===== config.mk =====
export PLATFORM = sky130hd
export DESIGN_NAME = uart_tx_fifo_reader
export DESIGN_NICKNAME = d
export VERILOG_FILES = /design/src/rtl/uart_tx_fifo_reader.sv
export SDC_FILE = /design/constraint.sdc
export NUM_CORES = 1
export LEC_CHECK = 0
export CORE_ASPECT_RATIO = 0.9
export CORE_UTILIZATION = 48
export CTS_BUF_LIST = sky130_fd_sc_hd__clkbuf_16
export CTS_CLUSTER_SIZE = 30
export DETAILED_ROUTE_END_ITERATION = 8
export GPL_TIMING_DRIVEN = 1
export MAX_ROUTING_LAYER = met4
export PLACE_DENSITY = 0.84
export SYNTH_ARGS = -nofsm -noshare
export SYNTH_HDL_FRONTEND = slang
export SYNTH_SLANG_ARGS = --single-unit

===== constraint.sdc =====
create_clock -name clk -period 5.2 [get_ports clk]
set_input_delay 1.04 -clock clk [delete_from_list [all_inputs] [get_ports clk]]
set_output_delay 1.04 -clock clk [all_outputs]
set_load 0.02 [all_outputs]

===== src/rtl/uart_tx_fifo_reader.sv =====
// UART transmitter that drains the TX byte FIFO onto the serial line.
// Frame: start, DATA_SIZE bits LSB first, optional parity, stop period.
module uart_tx_fifo_reader #(
    parameter int DATA_SIZE  = 8,
    parameter int OVERSAMPLE = 16,
    parameter int SB_TICK    = 16,
    parameter int PARITY_EN  = 0,
    parameter int PARITY_ODD = 0
) (
    input  logic                 clk,
    input  logic                 reset,
    input  logic                 s_tick,
    input  logic                 tx_en,
    input  logic                 fifo_empty,
    input  logic [DATA_SIZE-1:0] fifo_rdata,
    output logic                 fifo_rd,
    output logic                 tx,
    output logic                 tx_busy,
    output logic                 tx_done_tick
);
    localparam int MAX_TICK = (OVERSAMPLE > SB_TICK) ? OVERSAMPLE : SB_TICK;
    localparam int TW = (MAX_TICK > 1) ? $clog2(MAX_TICK) : 1;
    localparam int BW = $clog2(DATA_SIZE + 1);

    localparam logic [TW-1:0] OS_LAST  = TW'(OVERSAMPLE - 1);
    localparam logic [TW-1:0] SB_LAST  = TW'(SB_TICK - 1);
    localparam logic [BW-1:0] BIT_LAST = BW'(DATA_SIZE - 1);
    localparam logic          PAR_ODD  = (PARITY_ODD != 0);

    localparam logic [2:0] IDLE   = 3'd0;
    localparam logic [2:0] START  = 3'd1;
    localparam logic [2:0] DATA   = 3'd2;
    localparam logic [2:0] PARITY = 3'd3;
    localparam logic [2:0] STOP   = 3'd4;

    logic [2:0]           state;
    logic [TW-1:0]        tick_cnt;
    logic [BW-1:0]        bit_cnt;
    logic [DATA_SIZE-1:0] shift_reg;
    logic [DATA_SIZE-1:0] data_word;
    logic                 tx_reg;
    logic                 os_last;
    logic                 stop_last;
    logic                 pop;

    assign os_last   = (tick_cnt == OS_LAST);
    assign stop_last = (state == STOP) && (tick_cnt == SB_LAST);

    // A pop on the last stop tick chains frames with no idle gap.
    assign pop = s_tick && tx_en && !fifo_empty && !reset
              && ((state == IDLE) || stop_last);

    assign fifo_rd      = pop;
    assign tx_done_tick = s_tick && stop_last && !reset;
    assign tx_busy      = (state != IDLE);
    assign tx           = tx_reg;

    always_ff @(posedge clk) begin
        if (reset) begin
            state     <= IDLE;
            tick_cnt  <= '0;
            bit_cnt   <= '0;
            shift_reg <= '0;
            data_word <= '0;
            tx_reg    <= 1'b1;
        end else if (pop) begin
            state     <= START;
            tick_cnt  <= '0;
            shift_reg <= fifo_rdata;
            data_word <= fifo_rdata;
            tx_reg    <= 1'b0;
        end else if (s_tick) begin
            unique case (state)
                IDLE: begin
                    tx_reg <= 1'b1;
                end
                START: begin
                    if (os_last) begin
                        state    <= DATA;
                        tick_cnt <= '0;
                        bit_cnt  <= '0;
                        tx_reg   <= shift_reg[0];
                    end else begin
                        tick_cnt <= tick_cnt + 1'b1;
                    end
                end
                DATA: begin
                    if (os_last) begin
                        tick_cnt  <= '0;
                        shift_reg <= shift_reg >> 1;
                        bit_cnt   <= bit_cnt + 1'b1;
                        if (bit_cnt == BIT_LAST) begin
                            if (PARITY_EN != 0) begin
                                state  <= PARITY;
                                tx_reg <= (^data_word) ^ PAR_ODD;
                            end else begin
                                state  <= STOP;
                                tx_reg <= 1'b1;
                            end
                        end else begin
                            tx_reg <= shift_reg[1];
                        end
                    end else begin
                        tick_cnt <= tick_cnt + 1'b1;
                    end
                end
                PARITY: begin
                    if (os_last) begin
                        state    <= STOP;
                        tick_cnt <= '0;
                        tx_reg   <= 1'b1;
                    end else begin
                        tick_cnt <= tick_cnt + 1'b1;
                    end
                end
                STOP: begin
                    if (stop_last) begin
                        state    <= IDLE;
                        tick_cnt <= '0;
                        tx_reg   <= 1'b1;
                    end else begin
                        tick_cnt <= tick_cnt + 1'b1;
                    end
                end
                default: begin
                    state  <= IDLE;
                    tx_reg <= 1'b1;
                end
            endcase
        end
    end
endmodule

[After elaboration in Yosys (flattened, before gate mapping)]
Index checks and enable logic that the tools add are counted.
Cells by class
  add/subtract/negate cells: 2
  equal/unequal tests: 17
  mux-type cells: 26
  bitwise operators: 2
  reductions and logical operators: 25
Operators with widths (count)
  8-bit two-way mux: 4
  4-bit two-way mux: 4
  4-bit case mux with 2 select lines: 2
  3-bit two-way mux: 5
  3-bit != test, second input constant: 5
  3-bit case mux with 5 select lines: 1
  7-bit AND reduction: 2
  2-bit != test, second input constant: 6
  5-bit AND reduction: 2
  2-bit nonzero test: 5
  1-bit two-way mux: 9
  4-bit by 1-bit adder with 4-bit output, second input constant: 2
  1-bit logical AND: 7
  3-bit by 2-bit equality test with 1-bit output, second input constant: 2
  4-bit by 3-bit equality test with 1-bit output, second input constant: 1
  4-bit equality test, second input constant: 1
  1-bit case mux with 4 select lines: 1
  3-bit by 1-bit equality test with 1-bit output, second input constant: 1
  3-bit equality test, second input constant: 1
  3-bit logical NOT: 1
  3-bit AND reduction: 1
  3-bit nonzero test: 1
  3-bit OR reduction: 1
  1-bit logical NOT: 2
  other kinds (4): 5
Storage, ports and cells
  flip-flop bits (word level): 20
  input bits: 13
  output and inout port bits: 4
  logic and storage cells: 78

[Depth between registers and ports, before layout]
  word-level depth: 6
  depth in mapped cells: 8
  mapped depth without buffers: 6

[Least setup slack after synthesis]
No wires, ideal clock.
  path kind: input to output
  start point: input reset
  end point: output fifo_rd
  data arrival time: 2.052 ns
  data required time: 4.160 ns
  slack: 2.108 ns
  cell stages on the path: 5
  buffers on the path: 2
  cell sequence: or3_1 > a2111o_1 > buf_6 > clkinv_4 > buf_12
On the way
  longest elaborated chain between the ends: 3
Ends and longest elaborated chain
  start: declaration: RTL line 11  | input logic reset,
  1-bit logical NOT: RTL line 50  | assign pop = s_tick && tx_en && !fifo_empty && !reset
  1-bit logical AND: RTL line 50
  1-bit logical AND: RTL line 51  | && ((state == IDLE) || stop_last);
  end: declaration: RTL line 16  | output logic fifo_rd,
No other way between the ends.

[Worst setup path after layout]
Same ends and word-level chain as after synthesis.

==> results.cfg <==
[grt]
grt_usage_pct = 22.77
grt_pass1_vias = 852
antenna_found_initial = 0
grt_pass1_wl_um = 3808
grt-ovfl-total = 0
grt_max_degree = 16

[floorplanning]
rows = 15
io_pins = 17
fp.dieH_um = 45.81
initial_core_util_pct = 52.44
die_area_um2 = 2321
core-area_um2 = 1952
chipWidth_um = 50.68

[worst_setup_path]
cp-start-kind = input pin
required_ns = 4.16
crit_type = input pin to output pin
r2r_cells = 5
cp_max_fo = 11
arrival_ns = 3.15
endpoint_kind = output pin

[logic_synthesis]
synth_cell_type_count = 38
synth_xor_area_share_pct = 1.711
synth_top_family_by_area = simple AND/OR/NAND/NOR gates
yosys_warnings = 0
synth-simple-area-share_pct = 26.53
syn_area_um2 = 1023
synth-adder-area-share_pct = 2.445
synthMuxAreaShare_pct = 0.9780
synth_seq_area_share_pct = 39.12
ys.flop_type = dfxtp_1
synthArstFlopShare_pct = 0
synth_seq_cells = 20
synth_compound_area_share_pct = 21.39
syn_avg_cell_area_um2 = 8.459
synth_fp_nets = 136
synth-edff-count = 0
synth_cells = 121

[clock_network]
cts_setup_buffers = 0
numClockSinks = 20
cts-resized-gates = 0
clock-root-buffer = clkbuf_16
clkLatencyLatePin_ns = 0.25
holdBufCountCts = 0
cts_htree_levels = 1
numCtsBuffers = 3
cts_tree = built
cts.clk_slew.worst_paths_ns = 0.05
cts_max_path_buffers = 2

[placement]
port_buffers = 16
hpwl_um = 1598
gp_congestion = 0.8027

[job]
drv_cap = 0

[timing]
fmax_ghz = 0.2389
clock-skew-final_ns = 0.003621
min_period_ns = 4.186
tns_ns = 0
rsz0062_at_grt = no
tightest_slew_ns = 0.6257
drv_slew = 0
slew_headroom_pct = 58.13
finalHoldViolCount = 0
setup_violations = 0
min_period_over_period_pct = 80.51

[status]
status = finished clean

[detailed_routing]
avgViaCountPerCell = 5.912
drc_errors = 0
wl_per_cell_um = 14.03
vias = 940
first_pass_iters = 4
drt_iter0_drc = 35
drt_wl_total_um = 2231
ant_nets = 0

[pwr]
p_per_area_nw_per_um2 = 307.7
vdd_ir_drop_max_mv = 0.2499
power.leakage_uw = 0.0004419

[finish]
drive_gt1_share_pct = 5.970
final_util_pct = 64.74
largest_reg_flops = 8
finalNetCount = 150
area_growth_pct = 23.47
diodes = 0

[min_path]
hp-class = flop to flop
min_path_cells = 2
-- final timing paths --
kind                                                start                        end  slack, ns
worst max register to register      state[0]$_SDFFE_PP0P_            tx$_SDFFE_PP1P_       3.19
worst max-delay path                                reset                    fifo_rd       1.01
worst min-delay path            shift_reg[4]$_SDFFE_PP0P_  shift_reg[3]$_SDFFE_PP0P_       0.46
worst min register to register  shift_reg[4]$_SDFFE_PP0P_  shift_reg[3]$_SDFFE_PP0P_       0.46
-- cell type report --
| cell class | instances | area (um2) |
|---|---|---|
| fillers | 169 | 688.2 |
| well taps | 25 | 31.28 |
| repair buffers | 17 | 167.7 |
| multi-input cells | 90 | 543.0 |
| clock buffers | 3 | 75.07 |
| clock inverters | 1 | 30.03 |
| flip-flops and latches | 20 | 400.4 |
| inverters | 3 | 16.27 |
-- cells in the final DEF (no fill, tap or decap), types with 2 or more instances in the layout --
cell and instances:
nor3_1 2, nand3_1 9, clkbuf_16 3, nor2b_1 2, nor2_1 12, nand2_1 7
a211oi_1 3, nor4b_1 3, o21ai_0 5, clkdlybuf4s50_1 16, a22oi_1 4, or3_1 6
ha_1 2, nand4_1 2, dfxtp_1 20, inv_1 2, a21oi_1 15
-- metal layers --
| metal | track usage, % | routed length (um) |
|---|---|---|
| met5 | - | 0 |
| met4 | 4.444 | 6 |
| met3 | 5.333 | 108 |
| met2 | 38.67 | 1140 |
| met1 | 27.99 | 976 |
-- power by group --
part / total, uW / switching [uW] / internal [uW] / leakage, uW
Combinational: 24.8 / 10.7 / 14.1 / 0.000229
Sequential: 158 / 1.85 / 156 / 0.000162
Clock: 206 / 53.9 / 153 / 0.0000511
Total: 389 / 66.5 / 322 / 0.000442
-- cell usage after synthesis (2+ instances only) --
library cell,count,area (um2)
nor3_1,2,10.01
nand3_1,9,45.04
nor4b_1,3,26.28
o21ai_0,5,25.02
clkbuf_1,3,11.26
nor2_1,12,45.04
nor2b_1,2,12.51
a211oi_1,3,22.52
ha_1,2,25.02
inv_1,2,7.510
buf_6,2,22.52
buf_2,2,10.01
a22oi_1,4,30.03
or3_1,6,37.54
dfxtp_1,20,400.4
nand4_1,2,12.51
a21oi_1,15,75.07
nand2_1,7,26.28
-- stage by stage --
| stage | total power [uW] | setup slack, ns | area [um2] | hold slack, ns | std cells |
|---|---|---|---|---|---|
| after global routing | 402.6 | 0.9193 | 1264 | 0.5017 | 159 |
| after detailed placement | 185.4 | 1.018 | 1159 | 0.4570 | 155 |
| final | 388.8 | 1.014 | 1264 | 0.4637 | 159 |
| after CTS | 393.4 | 1.011 | 1264 | 0.4667 | 159 |
| after global placement | 185.3 | 1.035 | 1159 | 0.4436 | 155 |
| after floorplan | 172.9 | 2.108 | 1023 | 0.4320 | 121 |
-- cell families after synthesis --
group           Yosys count
buf+inv                  11
fa+ha+maj                 2
compound gates           34
mux                       1
flops                    20
simple gates             51
xor+xnor                  2
-- critical path, stage by stage --
cell and delay [ns]:
clkdlybuf4s50_1 0.43, or3_1 0.34, a2111o_1 0.57, clkinv_4 0.15, clkdlybuf4s50_1 0.61
Note: power is estimated with default switching activity, not from simulation.
